**src/rtl/cpu_bus_clkgen.sv**
```systemverilog
// cpu_bus_clkgen: programmable CPU clock divider with glitch-free reconfiguration,
// counted CPU reset sequence and wait-state READY generation for the CPU socket.
module cpu_bus_clkgen #(
    parameter int unsigned CNT_WIDTH  = 8,
    parameter int unsigned DEF_PERIOD = 20,
    parameter int unsigned DEF_HIGH   = 7,
    parameter int unsigned RESET_CLKS = 8,
    parameter int unsigned WS_WIDTH   = 4
) (
    input  logic                 i_core_clk,
    input  logic                 i_resetn,
    input  logic                 i_run,
    input  logic [CNT_WIDTH-1:0] i_cfg_period,
    input  logic [CNT_WIDTH-1:0] i_cfg_high,
    input  logic                 i_cfg_load,
    output logic                 o_cfg_pending,
    input  logic                 i_soft_reset,
    input  logic                 i_bus_start,
    input  logic [WS_WIDTH-1:0]  i_wait_cnt,
    input  logic                 i_wait_ext,
    output logic                 o_cpu_clk,
    output logic                 o_clk_rise,
    output logic                 o_clk_fall,
    output logic                 o_cpu_reset,
    output logic                 o_ready
);

    localparam int unsigned RST_CNT_W = $clog2(RESET_CLKS + 2);

    typedef enum logic {
        S_STOPPED = 1'b0,
        S_RUNNING = 1'b1
    } div_state_t;

    div_state_t             r_state;
    logic [CNT_WIDTH-1:0]   r_ph;
    logic [CNT_WIDTH-1:0]   r_act_period;
    logic [CNT_WIDTH-1:0]   r_act_high;
    logic [CNT_WIDTH-1:0]   r_sh_period;
    logic [CNT_WIDTH-1:0]   r_sh_high;
    logic                   r_pending;
    logic                   r_cpu_clk;
    logic                   r_clk_rise;
    logic                   r_clk_fall;
    logic                   r_cpu_reset;
    logic [RST_CNT_W-1:0]   r_rst_cnt;
    logic                   r_ready;
    logic [WS_WIDTH-1:0]    r_wait_cnt;

    logic [CNT_WIDTH-1:0]   w_clamp_period;
    logic [CNT_WIDTH-1:0]   w_clamp_high;
    logic [CNT_WIDTH-1:0]   w_ph_inc;
    logic                   w_wrap;
    logic                   w_running;
    logic                   w_apply;
    logic                   w_fall_c;

    // Clamp requested config into a legal period (>=2) and high time (1..period-1)
    always_comb begin
        w_clamp_period = i_cfg_period;
        w_clamp_high   = i_cfg_high;
        if (i_cfg_period < CNT_WIDTH'(2)) begin
            w_clamp_period = CNT_WIDTH'(2);
        end
        if (i_cfg_high == '0) begin
            w_clamp_high = CNT_WIDTH'(1);
        end
        if (w_clamp_high >= w_clamp_period) begin
            w_clamp_high = w_clamp_period - CNT_WIDTH'(1);
        end
    end

    // Phase bookkeeping: wrap point, shadow apply point and the fall being produced this edge
    always_comb begin
        w_running = (r_state == S_RUNNING);
        w_ph_inc  = r_ph + CNT_WIDTH'(1);
        w_wrap    = (r_ph == r_act_period - CNT_WIDTH'(1));
        w_apply   = r_pending && (!w_running || w_wrap);
        // At the wrap the next phase is 0 and high time is >=1, so no fall there
        w_fall_c  = w_running && !w_wrap && (w_ph_inc == r_act_high);
    end

    // Divider FSM; config only changes at a period boundary or while stopped
    always_ff @(posedge i_core_clk or negedge i_resetn) begin
        if (!i_resetn) begin
            r_state      <= S_STOPPED;
            r_ph         <= '0;
            r_act_period <= CNT_WIDTH'(DEF_PERIOD);
            r_act_high   <= CNT_WIDTH'(DEF_HIGH);
            r_sh_period  <= CNT_WIDTH'(DEF_PERIOD);
            r_sh_high    <= CNT_WIDTH'(DEF_HIGH);
            r_pending    <= 1'b0;
            r_cpu_clk    <= 1'b0;
            r_clk_rise   <= 1'b0;
            r_clk_fall   <= 1'b0;
        end else begin
            r_clk_rise <= 1'b0;
            r_clk_fall <= 1'b0;
            if (w_apply) begin
                r_act_period <= r_sh_period;
                r_act_high   <= r_sh_high;
            end
            // A load coinciding with an apply leaves the new values pending
            if (i_cfg_load) begin
                r_sh_period <= w_clamp_period;
                r_sh_high   <= w_clamp_high;
                r_pending   <= 1'b1;
            end else if (w_apply) begin
                r_pending <= 1'b0;
            end
            case (r_state)
                S_STOPPED: begin
                    r_cpu_clk <= 1'b0;
                    if (i_run) begin
                        r_state    <= S_RUNNING;
                        r_ph       <= '0;
                        r_cpu_clk  <= 1'b1;
                        r_clk_rise <= 1'b1;
                    end
                end
                S_RUNNING: begin
                    if (w_wrap) begin
                        r_ph <= '0;
                        if (i_run) begin
                            r_cpu_clk  <= 1'b1;
                            r_clk_rise <= 1'b1;
                        end else begin
                            r_state   <= S_STOPPED;
                            r_cpu_clk <= 1'b0;
                        end
                    end else begin
                        r_ph       <= w_ph_inc;
                        r_cpu_clk  <= (w_ph_inc < r_act_high);
                        r_clk_fall <= w_fall_c;
                    end
                end
                default: begin
                    r_state   <= S_STOPPED;
                    r_cpu_clk <= 1'b0;
                end
            endcase
        end
    end

    // CPU reset sequence: held until the RESET_CLKS-th CPU clock fall
    always_ff @(posedge i_core_clk or negedge i_resetn) begin
        if (!i_resetn) begin
            r_cpu_reset <= 1'b1;
            r_rst_cnt   <= '0;
        end else if (i_soft_reset) begin
            r_cpu_reset <= 1'b1;
            r_rst_cnt   <= '0;
        end else if (r_cpu_reset && w_fall_c) begin
            if (r_rst_cnt == RST_CNT_W'(RESET_CLKS - 1)) begin
                r_cpu_reset <= 1'b0;
            end
            r_rst_cnt <= r_rst_cnt + RST_CNT_W'(1);
        end
    end

    // READY generator: WAIT_CNT falls hold READY low, it rises on the following fall
    always_ff @(posedge i_core_clk or negedge i_resetn) begin
        if (!i_resetn) begin
            r_ready    <= 1'b1;
            r_wait_cnt <= '0;
        end else if (i_soft_reset || r_cpu_reset) begin
            r_ready    <= 1'b1;
            r_wait_cnt <= '0;
        end else if (w_running) begin
            if (r_ready) begin
                if (i_bus_start && ((i_wait_cnt != '0) || i_wait_ext)) begin
                    r_ready    <= 1'b0;
                    r_wait_cnt <= i_wait_cnt;
                end
            end else if (w_fall_c) begin
                if (r_wait_cnt != '0) begin
                    r_wait_cnt <= r_wait_cnt - WS_WIDTH'(1);
                end else if (!i_wait_ext) begin
                    r_ready <= 1'b1;
                end
            end
        end
    end

    assign o_cfg_pending = r_pending;
    assign o_cpu_clk     = r_cpu_clk;
    assign o_clk_rise    = r_clk_rise;
    assign o_clk_fall    = r_clk_fall;
    assign o_cpu_reset   = r_cpu_reset;
    assign o_ready       = r_ready;

endmodule

```
**config.mk**
```make
export PLATFORM = sky130hd
export DESIGN_NAME = cpu_bus_clkgen
export DESIGN_NICKNAME = d
export VERILOG_FILES = /design/src/rtl/cpu_bus_clkgen.sv
export SDC_FILE = /design/constraint.sdc
export NUM_CORES = 1
export LEC_CHECK = 0
export CAP_MARGIN = 20
export CORE_MARGIN = 3
export CORE_UTILIZATION = 57
export DETAILED_ROUTE_END_ITERATION = 8
export HOLD_SLACK_MARGIN = 0.05
export PLACE_DENSITY = 0.78
export SETUP_SLACK_MARGIN = 0.15
export SYNTH_ARGS = -nofsm -noshare
export SYNTH_HDL_FRONTEND = slang
export SYNTH_SLANG_ARGS = --single-unit
```
**constraint.sdc**
```tcl
create_clock -name i_core_clk -period 7.1 [get_ports i_core_clk]
set_input_delay 0.71 -clock i_core_clk [delete_from_list [all_inputs] [get_ports i_core_clk]]
set_output_delay 0.71 -clock i_core_clk [all_outputs]
set_load 0.1 [all_outputs]
```
After elaboration in Yosys (flattened, before gate mapping)
Index checks and enable logic that the tools add are counted.
{"block": "classes", "add_sub_neg": 5, "order_cmp": 3, "eq_ne": 5, "n_mux": 35, "n_bitwise": 1, "reduce_logical": 21}
{"op": "8-bit two-way mux", "count": 5}
{"op": "4-bit two-way mux", "count": 8}
{"op": "1-bit two-way mux", "count": 18}
{"op": "8-bit equality test", "count": 2}
{"op": "8-bit case mux with 2 select lines", "count": 1}
{"op": "8-bit by 1-bit subtractor with 8-bit output (second input constant)", "count": 2}
{"op": "8-bit by 1-bit adder with 8-bit output (second input constant)", "count": 1}
{"op": "8-bit >= comparator", "count": 1}
{"op": "8-bit logical NOT", "count": 1}
{"op": "8-bit by 2-bit < comparator with 1-bit output (second input constant)", "count": 1}
{"op": "8-bit < comparator", "count": 1}
{"op": "2-bit nonzero test", "count": 4}
{"op": "4-bit nonzero test", "count": 2}
{"op": "1-bit case mux with 2 select lines", "count": 3}
{"op": "3-bit nonzero test", "count": 2}
{"op": "1-bit logical AND", "count": 5}
{"op": "4-bit by 1-bit adder with 4-bit output (second input constant)", "count": 1}
{"op": "4-bit by 3-bit equality test with 1-bit output (second input constant)", "count": 1}
{"op": "4-bit AND reduction", "count": 1}
{"op": "4-bit by 1-bit subtractor with 4-bit output (second input constant)", "count": 1}
{"op": "1-bit logical OR", "count": 3}
{"op": "3-bit by 1-bit != test with 1-bit output (second input constant)", "count": 1}
{"op": "1-bit logical NOT", "count": 2}
{"op": "2-bit != test (second input constant)", "count": 1}
{"op": "other kinds (2)", "count": 2}
{"block": "totals", "reg_bits": 55, "inputBits": 27, "output_inout_bits": 6, "word_cells": 84}

Logic depth before layout (Yosys ltp)
Gate-level depths: netlist of the first run.
{"block": "depth", "depth_word": 9, "depth_mapped": 11}

Least setup slack after synthesis of the first run
Ideal clock, no wire load.
{"block": "synth_timing", "kind": "input to register", "startpoint": "input i_cfg_period[4]", "endpoint": "register r_sh_high[7]", "setup_ns": 0.124, "arrival_time_ns": 2.844, "slack_ns": 4.132, "stages": 11, "n_path_buf": 1, "cell_sequence": "clkbuf_1 > nor4_1 > nand2_1 > o21a_1 > ha_1 > nand2b_1 > a21o_1 > a21oi_1 > o21a_1 > nor4_1 > a211o_1"}
{"block": "synth_between", "elab_chain_len": 4, "word_cells_on_any_way": 5, "cone_classes": "add/sub: 1; order compare: 2; mux: 2"}
{"item": "start, declared", "line_no": "13", "text": "input logic [CNT_WIDTH-1:0] i_cfg_period,"}
{"item": "8-bit by 2-bit < comparator with 1-bit output (*)", "line_no": "62", "text": "if (i_cfg_period < CNT_WIDTH'(2)) begin"}
{"item": "8-bit two-way mux (*)", "line_no": "62"}
{"item": "via w_clamp_period[0]", "line_no": "50", "text": "logic [CNT_WIDTH-1:0] w_clamp_period;"}
{"item": "8-bit by 1-bit subtractor with 8-bit output / 8-bit >= comparator (equally long branches)", "line_no": "69, 68"}
{"item": "8-bit two-way mux (*)", "line_no": "68", "text": "if (w_clamp_high >= w_clamp_period) begin"}
{"item": "end signal, assigned", "line_no": "91", "text": "r_sh_high <= CNT_WIDTH'(DEF_HIGH);"}
{"item": "end signal, assigned", "line_no": "106", "text": "r_sh_high <= w_clamp_high;"}
{"item": "end, declared", "line_no": "40", "text": "logic [CNT_WIDTH-1:0] r_sh_high;"}
Mark *: on every way through the listed nets, which the timed path passes. The rest lies on a longest branch.
A chain may end at the register's enable or synchronous reset.

Worst setup path in the final report of the first run
Same ends and word-level chain as after synthesis.

==> results of run 1 <==
[sequential cells by signal, summed over array words and instances (netlist names)]
signal and flops:
r_act_period 8, r_wait_cnt 4, r_ph 8, o_cpu_clk 1, o_clk_rise 1, r_sh_period 8, o_ready 1, r_rst_cnt 4
r_state 1, r_sh_high 8, r_act_high 8, o_cpu_reset 1, o_clk_fall 1, o_cfg_pending 1
[routing by layer]
metal  routed length [um]  GRT usage  share of wire
met2                 3210      0.324           0.46
met4                   51     0.0512         0.0073
met5                    0          0              0
met1                 3390      0.299           0.49
met3                  304     0.0257          0.044
[where the power goes]
group          leakage (nW)  internal (mW)  switching [mW]  total [mW]
combinational         0.965         0.0331          0.0360      0.0692
clock                0.0482         0.0790          0.0971       0.176
sequential            0.677          0.328         0.00724       0.335
total                  1.69          0.440           0.140       0.580
[cell families (layout without fill, tap and decap cells)]
logic type | Yosys count | count (layout) | share of synthesized area
AO/OA/AOI/OAI | 86 | 86 | 0.182
XOR/XNOR | 19 | 19 | 0.0485
adder cells (fa/ha/maj) | 22 | 22 | 0.0802
buffers and inverters | 46 | 67 | 0.0529
flip-flops | 55 | 55 | 0.405
multiplexers | 27 | 27 | 0.0981
AND/OR/NAND/NOR | 88 | 88 | 0.133
[worst register-to-register path, cell delays in order, from the launching register on]
cell and delay (ps):
dfrtp_1 520, ha_1 250, nand3_1 120, nor2_1 180, xor2_1 110, ha_1 310, nand4_1 170, or4_1 700
or4_1 510, a21oi_1 170
[path summary, 6_finish.rpt]
check                                     start        endpoint  slack (ps)  cells after the start
max in group asynchronous              i_resetn  r_sh_period[6]        6120                      2
worst min-delay path               r_sh_high[2]    r_sh_high[2]         490                      1
min in group asynchronous              i_resetn    r_rst_cnt[3]         510                      2
worst max-delay path            i_cfg_period[4]    r_sh_high[7]        3750                     11
worst max register to register          r_ph[0]    r_rst_cnt[3]        4000                      9
worst min register to register     r_sh_high[2]    r_sh_high[2]         490                      1
[cell type report]
cell class / count / area, um2 / share of cell area
Clock inverter: 1 / 5.00 / 0.00130
Inverter: 26 / 97.6 / 0.0253
Sequential cell: 55 / 1390 / 0.361
Multi-Input combinational cell: 242 / 1860 / 0.483
Clock buffer: 7 / 86.3 / 0.0224
Tap cell: 72 / 90.1 / 0.0234
Timing Repair Buffer: 33 / 323 / 0.0838
[cell usage in the layout (no fill, tap or decap), drive strengths merged, types with 2 or more instances in the layout]
cell and count:
buf 2, a32o 7, nor2b 3, xor2 9
a21oi 20, nor3 11, a211o 2, o311ai 2
nor2 15, xnor2 10, clkbuf 7, a22o 3
or2 2, nor4 7, nand2b 4, ha 22
mux2i 4, a31oi 3, a211oi 3, inv 26
o21ai 16, nand3 6, nand4 4, nand2 24
dfstp 12, dfrtp 43, mux2 23, clkdlybuf4s50 31
or4 4, o31ai 8, a21o 4, o2bb2ai 6
o21a 4, nand3b 2
[per-stage QoR]
| stage | hold slack (ps) | std cells | setup slack [ps] | util | instance area, um2 |
|---|---|---|---|---|---|
| 6_report | 487 | 436 | 3750 | 0.679 | 3850 |
| 3_5_place_dp | 473 | 428 | 3430 | 0.663 | 3760 |
| 5_1_grt | 513 | 436 | 3460 | 0.679 | 3850 |
| 2_1_floorplan | 414 | 343 | 4130 | - | 3430 |
| 4_1_cts | 496 | 436 | 3750 | 0.679 | 3850 |
| 3_3_place_gp | 474 | 428 | 3560 | 0.663 | 3760 |
==> impl_results.md, run 1 <==
* Status: complete, no violations
* Yosys warns at 0
* Avg WL per Cell at 16.0 um
* Net count after synthesis at 392
* Worst Clk Skew at 15.3 ps
* Resized Gates After CTS at 0
* Die X at 83.6 um
* NumNets Final at 412
* Hold Buf Count CTS at 0
* Clk sinks at 55
* RSZ-0062 raised after global routing: no
* Critical Path Start Type: input port
* Worst vdd ir at 0.0000955 V
* Initial antenna violation count at 0
* Top cells by area, synth: dfrtp_1 31%, dfstp_2 9.2%, ha_1 8.0%
* CORE AREA at 0.00568 mm2
* Most frequent CP cell: a21oi_1
* Post-route ant nets at 0
* Yosys top cell area share at 0.314
* Die H at 83.6 um
* Gr ovfl total at 0
* Fillcell total at 462
* Setup Total Neg Slack at 0 ps
* CP Capture Type: flip-flop
* CTS tree: yes
* DP HPWL at 5380 um
* Via-to-Cell Ratio at 5.97
* Vias in the first global route at 2548
* First-pass iteration count of the detailed router at 5
* H-tree depth at 2
* CP Cell Sequence: clkdlybuf4s50_1 > nor4_1 > nand2_1 > o21a_1 > ha_1 > nand2b_1 > a21o_1 > a21oi_1 > o21ai_1 > a21oi_1 > a211o_1
* Share of post-route cells with drive strength above 1 at 0.143
* First-pass GRT wire length at 12000 um
* Largest stage delay, worst path at 560 ps
* Pin count of the biggest net entering global routing at 56
* Detailed Route WL at 6960 um
* Worst-Skew Late Latency at 310 ps
* Sequential area share after synthesis at 0.405
* CP bufs+invs at 1
* Gr usage total at 0.205
* #FFs+latches synth at 55
* Setup-failing EPs final at 0
* Slowest cell on the critical path: nor4_1
* Synthesized instance count at 343
* Initial core utilization at 0.605
* IO Pins at 33
* Ant. Diodes at 0
* Total power at 580 uW
* WS Path Type: in2reg
* Final max-slew violation count at 0
* Syn-to-layout area delta at 12.2%
* Cell taking the most area after synthesis: dfrtp_1
* Final Cycle Share at 0.472
* DR DRC count at 0
* Count of cell types in the netlist at 55
* Worst Hold Class: reg2reg
* Ys flop type: dfrtp_1
* Die area at 0.00699 mm2
* Post-Syn Area per Cell at 10.0 um2
* Slew HR at 0.353
* Post-synth EDFFs at 0
* CTS root buf: clkbuf_8
* Port bufs at 32
* PwrDens at 151 mW/mm2
* Crit path DAT at 3530 ps
* Cell family with most CP delay: compound AO/OA/AOI/OAI gates
* Worst Tran Pin Value at 967 ps
* Post-CTS setup repair buffer count at 0
* Final Critical Period at 3350 ps
* Via count at 2603
* CTS Buffer Depth at 2
* Cell Area, Synth at 0.00343 mm2
* Max FO, Critical Path at 9
* Fmax at 299 MHz
* Gpl congestion at 0.856
* Ys async rst share at 1.00
* Crit path required time at 7290 ps
* Max_cap viols at 0
* TritonCTS buffer count at 5
* Initial drt markers at 135
* Final-report hold violation count at 0
* Rows at 27
* Synth cell count leaders: 43 x dfrtp_1, 26 x inv_1, 24 x nand2_1
* Clock-pin slew on the worst setup and hold paths at 90 ps
* Count leader, synth: dfrtp_1
* Leakage at 1.69 nW
Note: power is estimated with default switching activity, not from simulation.
==> run 2: changes to the inputs <==
CORE_UTILIZATION = 52   (was 57)
PLACE_DENSITY = 0.74   (was 0.78)
clock period = 3 ns   (was 7.1 ns; I/O delays follow)
==> impl_results.md, run 2 (synthesis results as in run 1) <==
* Status: complete, no violations
* Final Cycle Share at 0.898
* Initial drt markers at 102 (-24%)
* Max_cap viols at 0 (unchanged)
* Initial core utilization at 0.557 (-0.0481)
* Detailed Route WL at 7220 um (+3.8%)
* Gr usage total at 0.201 (-0.00381)
* Die H at 87.2 um (+4.4%)
* First-pass iteration count of the detailed router at 4 (-1)
* Die area at 0.00761 mm2 (+8.9%)
* Clock-pin slew on the worst setup and hold paths at 100 ps (about the same)
* Finished Cell Area at 0.00403 mm2 (+4.5%)
* Fin Hold WS at 94.8 ps (-392 ps)
* Slew HR at 0.357 (+0.00350)
* DR DRC count at 0 (unchanged)
* Critical Path Start Type: flip-flop
* CTS root buf: clkbuf_8
* CTS tree: yes
* Port bufs at 32 (unchanged)
* Register-to-register setup slack at 310 ps (-3690 ps)
* Gpl congestion at 0.924 (+8.0%)
* WS Path Type: reg2reg
* Worst Hold Class: in2async
* Initial antenna violation count at 0 (unchanged)
* CORE AREA at 0.00617 mm2 (+8.6%)
* Multi-input gate area at 0.00189 mm2 (+1.8%)
* Clk sinks at 55 (unchanged)
* CP Capture Type: flip-flop
* Gr ovfl total at 0 (unchanged)
* Max FO, Critical Path at 7 (-2)
* Share of post-route cells with drive strength above 1 at 0.218 (+0.0750)
* Worst Tran Pin Value at 962 ps (-5.23 ps)
* IO Pins at 33 (unchanged)
* First-pass GRT wire length at 12000 um (+0.12%)
* Final-report hold violation count at 0 (unchanged)
* RSZ-0062 raised after global routing: no
* Leakage at 1.78 nW (+5.0%)
* Setup Total Neg Slack at 0 ps (unchanged)
* Via-to-Cell Ratio at 5.93 (-0.64%)
* Reg-to-reg startpoint: r_ph[0]
* Most common cell after layout, fill and taps aside: dfrtp_1
* Most frequent cells in the layout: 40 x dfrtp_1, 28 x clkdlybuf4s50_1, 26 x inv_1, 24 x nand2_1, 22 x ha_1
* Post-DP Area at 0.00385 mm2 (+2.5%)
* CTS Buffer Depth at 2 (unchanged)
* NumNets Final at 429 (+4.1%)
* DP HPWL at 5470 um (+1.6%)
* Cells on worst reg2reg path at 9 (unchanged)
* Final max-slew violation count at 0 (unchanged)
* Setup-failing EPs final at 0 (unchanged)
* Avg WL per Cell at 15.8 um (-0.80%)
* Crit path from: r_ph[0]
* Final Critical Period at 2690 ps
* Crit path DAT at 2940 ps (-590 ps)
* PwrDens at 352 mW/mm2 (+130%)
* Post-route ant nets at 0 (unchanged)
* FF+latch area at 0.00140 mm2 (+0.27%)
* Vias in the first global route at 2512 (-1.4%)
* Worst vdd ir at 0.000267 V (+180%)
* Pin count of the biggest net entering global routing at 42 (-25%)
* Syn-to-layout area delta at 17.3%
* Fillcell total at 520 (+13%)
* Rows at 28 (+3.7%)
* Fmax at 371 MHz
* Worst-Skew Late Latency at 310 ps (about the same)
* Worst Clk Skew at 9.35 ps (-5.92 ps)
* Die X at 87.2 um (+4.4%)
* Via count at 2705 (+3.9%)
* Ant. Diodes at 0 (unchanged)
* Fin cells at 456 (+4.6%)
* Hold Buf Count CTS at 0 (unchanged)
* TritonCTS buffer count at 5 (unchanged)
* H-tree depth at 2 (unchanged)
* Worst flop-to-flop path endpoint: r_rst_cnt[3]
* Crit path required time at 3250 ps (-4040 ps)
* DP Cell Count at 444 (+3.7%)
## run 2: worst max path at each step
stage	cells past startpoint	end	slack, ps
global route	9	r_rst_cnt[2]	170
detailed placement	11	r_sh_high[7]	30
CTS	9	r_rst_cnt[3]	170
finish	9	r_rst_cnt[3]	310
global placement	9	r_rst_cnt[3]	90
floorplan	10	r_rst_cnt[2]	300
## run 2: metal layers
metal	track usage	wire length, um	vias to the layer above
li1	-	-	1316
met5	0	0	-
met3	0.0265	239	9
met1	0.297	3620	1328
met2	0.300	3230	52
met4	0.0739	124	0
## run 2: critical path, stage by stage, from the launching register on
cell     delay [ps]
dfrtp_2         460
ha_1            240
nand3_2          90
nor2_2           50
xor2_2          150
ha_1            320
nand4_1         170
or4_4           520
or4_1           480
a21oi_1         150
## run 2: stage by stage
step                       util  setup slack [ps]  total power, mW
final                     0.653               305             1.42
after global placement    0.625              87.0            0.974
after global routing      0.653               170             1.47
after CTS                 0.643               175             1.43
after floorplan               -               301            0.892
after detailed placement  0.625              30.6            0.979
## run 2: what timing repair did
item | 4_1_cts | 5_1_grt
setup endpoints to repair | 2 | 4
setup buffers | 0 | 4
gates resized for setup | 2 | 8
pin swaps | 0 | 5
endpoints found under the hold margin | 0 | 0
## run 2: cell type report
type,count,share of cell area
sequential,55,0.346
tap,75,0.0233
clock inverter,1,0.00186
timing repair buffer,50,0.110
clock buffer,7,0.0239
multi-input combinational,242,0.470
inverter,26,0.0242
## run 2: power breakdown
group          internal [mW]  total, mW  leakage, nW  switching (mW)
Sequential             0.776      0.793        0.675          0.0172
Clock                  0.210      0.454       0.0505           0.243
Combinational         0.0845      0.172         1.05          0.0877
Total                   1.07       1.42         1.78           0.348
